## src/rtl/lzs_arb_pkg.sv

```systemverilog
// Shared types and constants for the two-channel compression-engine arbiter.
// The state enum is also what dbg_state_o carries out of comp_arb.
package lzs_arb_pkg;

  localparam int NCH   = 2;
  localparam int LL_DW = 32;
  localparam int LL_RW = 4;

  typedef enum logic [1:0] {
    ST_IDLE = 2'd0,
    ST_TX   = 2'd1,
    ST_WAIT = 2'd2,
    ST_RX   = 2'd3
  } arb_state_e;

  // A LocalLink beat completes when both active-low handshakes are low together.
  function automatic logic ll_beat(input logic src_rdy_n, input logic dst_rdy_n);
    return ~src_rdy_n & ~dst_rdy_n;
  endfunction

endpackage

```

## src/rtl/rr_arb2.sv

```systemverilog
// Two-way round-robin grant: a lone request wins, a tie goes to the
// channel that was not served last.
module rr_arb2 (
  input  logic [1:0] req,
  input  logic       last,
  output logic [1:0] gnt
);

  always_comb begin
    gnt = 2'b00;
    case (req)
      2'b01:   gnt = 2'b01;
      2'b10:   gnt = 2'b10;
      2'b11:   gnt = last ? 2'b01 : 2'b10;
      default: gnt = 2'b00;
    endcase
  end

endmodule

```

## src/rtl/comp_arb.sv

```systemverilog
// Shares one compression engine between two LocalLink requesters: one job
// (request frame out, response frame back) owns the engine at a time.
module comp_arb
  import lzs_arb_pkg::*;
#(
  parameter logic [15:0] TIMEOUT_CYCLES = 16'hFFFF
) (
  input  logic        CPMDMALLCLK,
  input  logic        DMALLRSTENGINEACK,
  // requester TX, bit i / slice i = channel i
  input  logic [63:0] CHTXD,
  input  logic [7:0]  CHTXREM,
  input  logic [1:0]  CHTXSOFN,
  input  logic [1:0]  CHTXEOFN,
  input  logic [1:0]  CHTXSOPN,
  input  logic [1:0]  CHTXEOPN,
  input  logic [1:0]  CHTXSRCRDYN,
  output logic [1:0]  CHTXDSTRDYN,
  // engine TX
  output logic [31:0] ENGTXD,
  output logic [3:0]  ENGTXREM,
  output logic        ENGTXSOFN,
  output logic        ENGTXEOFN,
  output logic        ENGTXSOPN,
  output logic        ENGTXEOPN,
  output logic        ENGTXSRCRDYN,
  input  logic        ENGTXDSTRDYN,
  // engine response
  input  logic [31:0] ENGRXD,
  input  logic [3:0]  ENGRXREM,
  input  logic        ENGRXSOFN,
  input  logic        ENGRXEOFN,
  input  logic        ENGRXSOPN,
  input  logic        ENGRXEOPN,
  input  logic        ENGRXSRCRDYN,
  output logic        ENGRXDSTRDYN,
  // requester RX, data/framing shared, handshake per channel
  output logic [31:0] CHRXD,
  output logic [3:0]  CHRXREM,
  output logic        CHRXSOFN,
  output logic        CHRXEOFN,
  output logic        CHRXSOPN,
  output logic        CHRXEOPN,
  output logic [1:0]  CHRXSRCRDYN,
  input  logic [1:0]  CHRXDSTRDYN,
  output logic [1:0]  GNT,
  output logic        TMO_ERR,
  output logic [1:0]  dbg_state_o
);

  localparam logic [15:0] TMO_LAST = TIMEOUT_CYCLES - 16'd1;

  arb_state_e  state_q;
  logic [1:0]  gnt_q;
  logic        last_q;
  logic [15:0] cnt_q;
  logic        tmo_q;

  logic [1:0]        req;
  logic [1:0]        arb_gnt;
  logic              sel;
  logic [LL_DW-1:0]  tx_d;
  logic [LL_RW-1:0]  tx_rem;
  logic              tx_src_n;
  logic              tx_sof_n;
  logic              tx_eof_n;
  logic              tx_sop_n;
  logic              tx_eop_n;
  logic              rx_dst_n;
  logic              tx_beat;
  logic              rx_beat;

  assign req = ~CHTXSRCRDYN & ~CHTXSOFN;

  rr_arb2 u_rr_arb2 (
    .req  (req),
    .last (last_q),
    .gnt  (arb_gnt)
  );

  // Granted channel index; only meaningful outside IDLE.
  assign sel      = gnt_q[1];
  assign tx_d     = sel ? CHTXD[63:32] : CHTXD[31:0];
  assign tx_rem   = sel ? CHTXREM[7:4] : CHTXREM[3:0];
  assign tx_src_n = CHTXSRCRDYN[sel];
  assign tx_sof_n = CHTXSOFN[sel];
  assign tx_eof_n = CHTXEOFN[sel];
  assign tx_sop_n = CHTXSOPN[sel];
  assign tx_eop_n = CHTXEOPN[sel];
  assign rx_dst_n = CHRXDSTRDYN[sel];

  assign tx_beat = (state_q == ST_TX) && ll_beat(tx_src_n, ENGTXDSTRDYN);
  assign rx_beat = ((state_q == ST_WAIT) || (state_q == ST_RX)) &&
                   ll_beat(ENGRXSRCRDYN, rx_dst_n);

  always_ff @(posedge CPMDMALLCLK or posedge DMALLRSTENGINEACK) begin
    if (DMALLRSTENGINEACK) begin
      state_q <= ST_IDLE;
      gnt_q   <= 2'b00;
      last_q  <= 1'b1;
      cnt_q   <= 16'd0;
      tmo_q   <= 1'b0;
    end else begin
      tmo_q <= 1'b0;
      case (state_q)
        ST_IDLE: begin
          if (|req) begin
            gnt_q   <= arb_gnt;
            last_q  <= arb_gnt[1];
            state_q <= ST_TX;
          end
        end
        ST_TX: begin
          if (tx_beat && !tx_eof_n) begin
            cnt_q   <= 16'd0;
            state_q <= ST_WAIT;
          end
        end
        ST_WAIT: begin
          // A response SOF on the last allowed cycle beats the timeout.
          if (rx_beat && !ENGRXSOFN) begin
            if (!ENGRXEOFN) begin
              gnt_q   <= 2'b00;
              state_q <= ST_IDLE;
            end else begin
              state_q <= ST_RX;
            end
          end else if (cnt_q == TMO_LAST) begin
            gnt_q   <= 2'b00;
            tmo_q   <= 1'b1;
            state_q <= ST_IDLE;
          end else begin
            cnt_q <= cnt_q + 16'd1;
          end
        end
        ST_RX: begin
          if (rx_beat && !ENGRXEOFN) begin
            gnt_q   <= 2'b00;
            state_q <= ST_IDLE;
          end
        end
        default: state_q <= ST_IDLE;
      endcase
    end
  end

  always_comb begin
    CHTXDSTRDYN  = 2'b11;
    ENGTXD       = '0;
    ENGTXREM     = '0;
    ENGTXSOFN    = 1'b1;
    ENGTXEOFN    = 1'b1;
    ENGTXSOPN    = 1'b1;
    ENGTXEOPN    = 1'b1;
    ENGTXSRCRDYN = 1'b1;
    CHRXD        = '0;
    CHRXREM      = '0;
    CHRXSOFN     = 1'b1;
    CHRXEOFN     = 1'b1;
    CHRXSOPN     = 1'b1;
    CHRXEOPN     = 1'b1;
    CHRXSRCRDYN  = 2'b11;
    ENGRXDSTRDYN = 1'b1;
    case (state_q)
      // Stray engine beats are drained while nobody owns the engine.
      ST_IDLE: ENGRXDSTRDYN = 1'b0;
      ST_TX: begin
        ENGTXD            = tx_d;
        ENGTXREM          = tx_rem;
        ENGTXSOFN         = tx_sof_n;
        ENGTXEOFN         = tx_eof_n;
        ENGTXSOPN         = tx_sop_n;
        ENGTXEOPN         = tx_eop_n;
        ENGTXSRCRDYN      = tx_src_n;
        CHTXDSTRDYN[sel]  = ENGTXDSTRDYN;
      end
      ST_WAIT, ST_RX: begin
        CHRXD             = ENGRXD;
        CHRXREM           = ENGRXREM;
        CHRXSOFN          = ENGRXSOFN;
        CHRXEOFN          = ENGRXEOFN;
        CHRXSOPN          = ENGRXSOPN;
        CHRXEOPN          = ENGRXEOPN;
        CHRXSRCRDYN[sel]  = ENGRXSRCRDYN;
        ENGRXDSTRDYN      = rx_dst_n;
      end
      default: ENGRXDSTRDYN = 1'b1;
    endcase
  end

  assign GNT         = gnt_q;
  assign TMO_ERR     = tmo_q;
  assign dbg_state_o = state_q;

endmodule

```

## config.mk

```make
export PLATFORM = sky130hd
export DESIGN_NAME = comp_arb
export DESIGN_NICKNAME = d
export VERILOG_FILES = /design/src/rtl/lzs_arb_pkg.sv /design/src/rtl/rr_arb2.sv /design/src/rtl/comp_arb.sv
export SDC_FILE = /design/constraint.sdc
export NUM_CORES = 1
export LEC_CHECK = 0
export BUFFER_PORTS_ARGS = -buffer_cell sky130_fd_sc_hd__buf_2
export CAP_MARGIN = 10
export CORE_MARGIN = 2
export CORE_UTILIZATION = 30
export DETAILED_ROUTE_END_ITERATION = 7
export HOLD_SLACK_MARGIN = 0.02
export PLACE_DENSITY_LB_ADDON = 0.08
export SLEW_MARGIN = 20
export SYNTH_ARGS = -nofsm -noshare
export SYNTH_HDL_FRONTEND = slang
export SYNTH_SLANG_ARGS = --single-unit
```

## constraint.sdc

```tcl
create_clock -name CPMDMALLCLK -period 3.3 [get_ports CPMDMALLCLK]
set_clock_uncertainty 0.2 [all_clocks]
set_input_delay 0.33 -clock CPMDMALLCLK [delete_from_list [all_inputs] [get_ports CPMDMALLCLK]]
set_output_delay 0.33 -clock CPMDMALLCLK [all_outputs]
set_load 0.005 [all_outputs]
```

==> results.md <==
| Item | Reported | Unit |
|---|---|---|
| Detailed placement HPWL | 7407 | um |
| RePlAce Congestion | 0.8236 | - |
| Max-capacitance violation count | 0 | - |
| Clk Tree Root Cell | clkbuf_8 | - |
| CTS max path bufs | 2 | - |
| Hold-fix buffers at CTS | 0 | - |
| Crit end category | register | - |
| Arrival time reported for the critical path endpoint | 2.36 | ns |
| Post-route non-filler standard cell count | 592 | - |
| Total die area | 8129 | sq um |
| CP Data Required Time | 3.28 | ns |
| Critical path class | register to register | - |
| Highest clock rate | 0.4194 | GHz |
| RSZ-0062 raised after global routing | no | - |
| Worst Reg2Reg Path Length in Cells | 5 | - |
| Number of nets in the layout | 624 | - |
| Number of synthesized flops with an enable pin | 0 | - |
| Largest net degree at the start of global routing | 50 | - |
| Run status | complete, no violations | - |
| Die width | 90.16 | um |
| Rows | 31 | - |
| Static power due to leakage | 0.001832 | uW |
| Top-area cell type share of the netlist area | 23.60 | % |
| Post-synthesis cell type with the largest combined area | dfrtp_1 | - |
| Worst min-delay path category | primary input to asynchronous set/reset pin | - |
| Average wire per cell in the routed design | 15.15 | um |
| Most frequently used flop master after synthesis | dfrtp_1 | - |
| Synth Net Count | 415 | - |
| Cell family with most CP delay | compound AO/OA/AOI/OAI gates | - |
| Clock tree from TritonCTS | built | - |
| Clock Latency Late Sink | 0.27 | ns |
| Worst-path cell chain | buf_4 > or3b_1 > o21ai_1 > o21ai_1 > o221ai_1 | - |
| Number of clock buffers inserted by TritonCTS | 3 | - |
| Transition time at the pin with the least slew margin | 0.8328 | ns |
| Part of the cycle the worst path needs | 72.26 | % |
| Final max-slew violation count | 0 | - |
| Largest fanout on the critical path | 49 | - |
| Count of unique library cells instantiated by Yosys | 42 | - |
| Share of synthesized registers carrying an async set or reset | 100.0 | % |
| Post-Layout Inst Area | 3448 | sq um |
| DRC Markers | 0 | - |
| Number of placed instances, taps included | 588 | - |
| Sequential-to-total area share from yosys stat | 24.78 | % |
| CTS HTree Levels | 1 | - |
| Fin crit period | 2.384 | ns |
| Fin util | 47.80 | % |
| Setup tns final | 0 | ns |
| Syn-to-layout area delta | 54.83 | % |
| DRT Wirelength | 8969 | um |
| Tightest slew margin relative to the limit | 44.42 | % |
| Post-Place Cell Area | 3393 | sq um |
| Total GRT Usage | 20.60 | % |
| Overflow left after global routing | 0 | - |
| Cell-internal power | 1119 | uW |
| Startpoint types | register | - |
| Cells taking the most area after synthesis | dfrtp_1 (24%), mux2i_1 (22%), and2_1 (11%), nor2_1 (7.9%), nand2_1 (3.9%) | - |
| Combinational power share | 70.9 | % |
| Via count of the first global-routing pass | 2471 | - |
| Final setup vio count | 0 | - |
| Average footprint of a synthesized cell | 7.815 | sq um |
| Switching power | 966.0 | uW |
| Number of gates given a new drive strength after cts | 0 | - |
| Clk sinks | 22 | - |
| Cell area power density | 604.7 | nW/um^2 |
| Pre-Repair DR Iteration Count | 4 | - |
| Worst path slowest cell | or3b_1 | - |
| Die extent in y | 90.16 | um |
| Proportion of layout cells with a drive suffix above 1 | 47.67 | % |
| Proportion of power drawn by flip-flops and latches | 19.6 | % |
| I/O Pins | 219 | - |
| Number of antenna repair diodes | 0 | - |
| Stage delay of the slowest cell on the critical path | 0.43 | ns |
| Port bufs | 218 | - |
| Max VDD drop | 0.3280 | mV |
| Core Area | 7214 | sq um |
| Synth warn | 0 | - |
| Initial Utilization | 30.87 | % |
| Clock power share | 9.5 | % |
| Vias after detailed routing | 2793 | - |
| Net Sw Frac | 46.33 | % |
| Synthesized netlist cell count | 285 | - |
| Ratio of routed vias to standard cells | 4.718 | - |
| Flip-flop and latch count after synthesis | 22 | - |
| Remaining number of nets flagged by the antenna check after routing | 0 | - |
| First-pass GRT wire length | 13540 | um |
| Initial DRC count | 196 | - |
| Total Power | 2085 | uW |
| Initial antenna violation count | 0 | - |
| Worst path buffer plus inverter count | 1 | - |
| Count of endpoints failing hold in the final timing report | 0 | - |
| Post-CTS Setup Repair Bufs | 0 | - |
| Logic depth of the worst path, buffers included | 5 | - |
| Post-Synthesis Cell Area | 2227 | sq um |
| Clock transition at path regs | 0.08 | ns |
| Cell occurring most often along the worst timing path | o21ai_1 | - |
layer usage:
metal | track usage, % | vias up | wire length, um
li1 | - | 1415 | -
met1 | 28.54 | 1279 | 3974
met2 | 34.27 | 94 | 4335
met3 | 3.688 | 5 | 616
met4 | 2.949 | 0 | 44
met5 | 0 | - | 0
cells by family after synthesis:
family	count (synthesis)	synth area share, %
DFF	22	24.78
buffers and inverters	26	5.112
AOI/OAI and AO/OA	38	11.74
adders and majority gates	2	1.123
and+or+nand+nor	146	34.27
muxes	51	22.98
final cells by class:
type	count	area, sq um
clock buffers	4	55.05
fillers	746	3766
multi-input cells	237	1562
inverters	7	26.28
well taps	99	123.9
repair buffers	223	1129
flip-flops and latches	22	553.0
flip-flops by register name (all words and copies together) (netlist names):
signal,cells
TMO_ERR,1
GNT,2
dbg_state_o,2
cnt_q,16
last_q,1
power groups by stage:
stage / registers, uW / clock network [uW] / logic [uW]
5_1_grt: 421 / 221 / 1620
6_report: 410 / 198 / 1480
3_5_place_dp: 415 / 0 / 1480
2_1_floorplan: 385 / 0 / 900
4_1_cts: 410 / 204 / 1490
3_3_place_gp: 412 / 0 / 1490
Yosys cell counts (all sizes together) (2+ instances only):
library cell,count
mux2i,50
nor2,47
and2,38
nand2,24
dfrtp,21
buf,10
a21oi,9
clkbuf,9
a31oi,8
inv,7
nand4,7
nand3,6
nand2b,5
nor4,5
o21ai,5
nor2b,3
or4,3
a21boi,2
a21o,2
a41oi,2
ha,2
nand4b,2
nor3,2
o211ai,2
o21a,2
o31a,2
worst register-to-register path, stage by stage, from the launching register on:
cell and delay, ns:
dfrtp_1 0.40, buf_4 0.35, or3b_1 0.43, o21ai_1 0.35, o21ai_1 0.30, o221ai_1 0.27
final timing paths:
| path | startpoint | end | slack, ns |
|---|---|---|---|
| max | dbg_state_o[1]$_DFFE_PP0P_ | cnt_q[3]$_DFFE_PP0P_ | 0.92 |
| min | DMALLRSTENGINEACK | cnt_q[13]$_DFFE_PP0P_ | 0.01 |
| max in group asynchronous | DMALLRSTENGINEACK | GNT[1]$_DFFE_PP0P_ | 2.32 |
| min reg2reg | cnt_q[8]$_DFFE_PP0P_ | cnt_q[8]$_DFFE_PP0P_ | 0.30 |
| max reg2reg | dbg_state_o[1]$_DFFE_PP0P_ | cnt_q[3]$_DFFE_PP0P_ | 0.92 |
| min in group CPMDMALLCLK | CHTXSRCRDYN[1] | last_q$_DFFE_PP1P_ | 0.16 |
per-stage QoR:
stage	worst slack (ns)	hold WS (ns)
2_1_floorplan	1.363	0.1185
3_3_place_gp	0.9904	0.2910
3_5_place_dp	0.9193	0.2907
4_1_cts	0.8993	0.06532
5_1_grt	0.7033	0.1127
6_report	0.9155	0.01481
placed cells by master (no fill, tap or decap), types with 5 or more instances in the layout:
master / count
buf_2: 218
a31oi_1: 8
nand4_1: 6
inv_1: 7
nand2_1: 23
nand2b_1: 5
buf_4: 5
and2_1: 38
dfrtp_1: 20
nor2_1: 47
a21oi_1: 9
nand3_1: 6
mux2i_1: 50
Power figures use the tool's default switching activity.
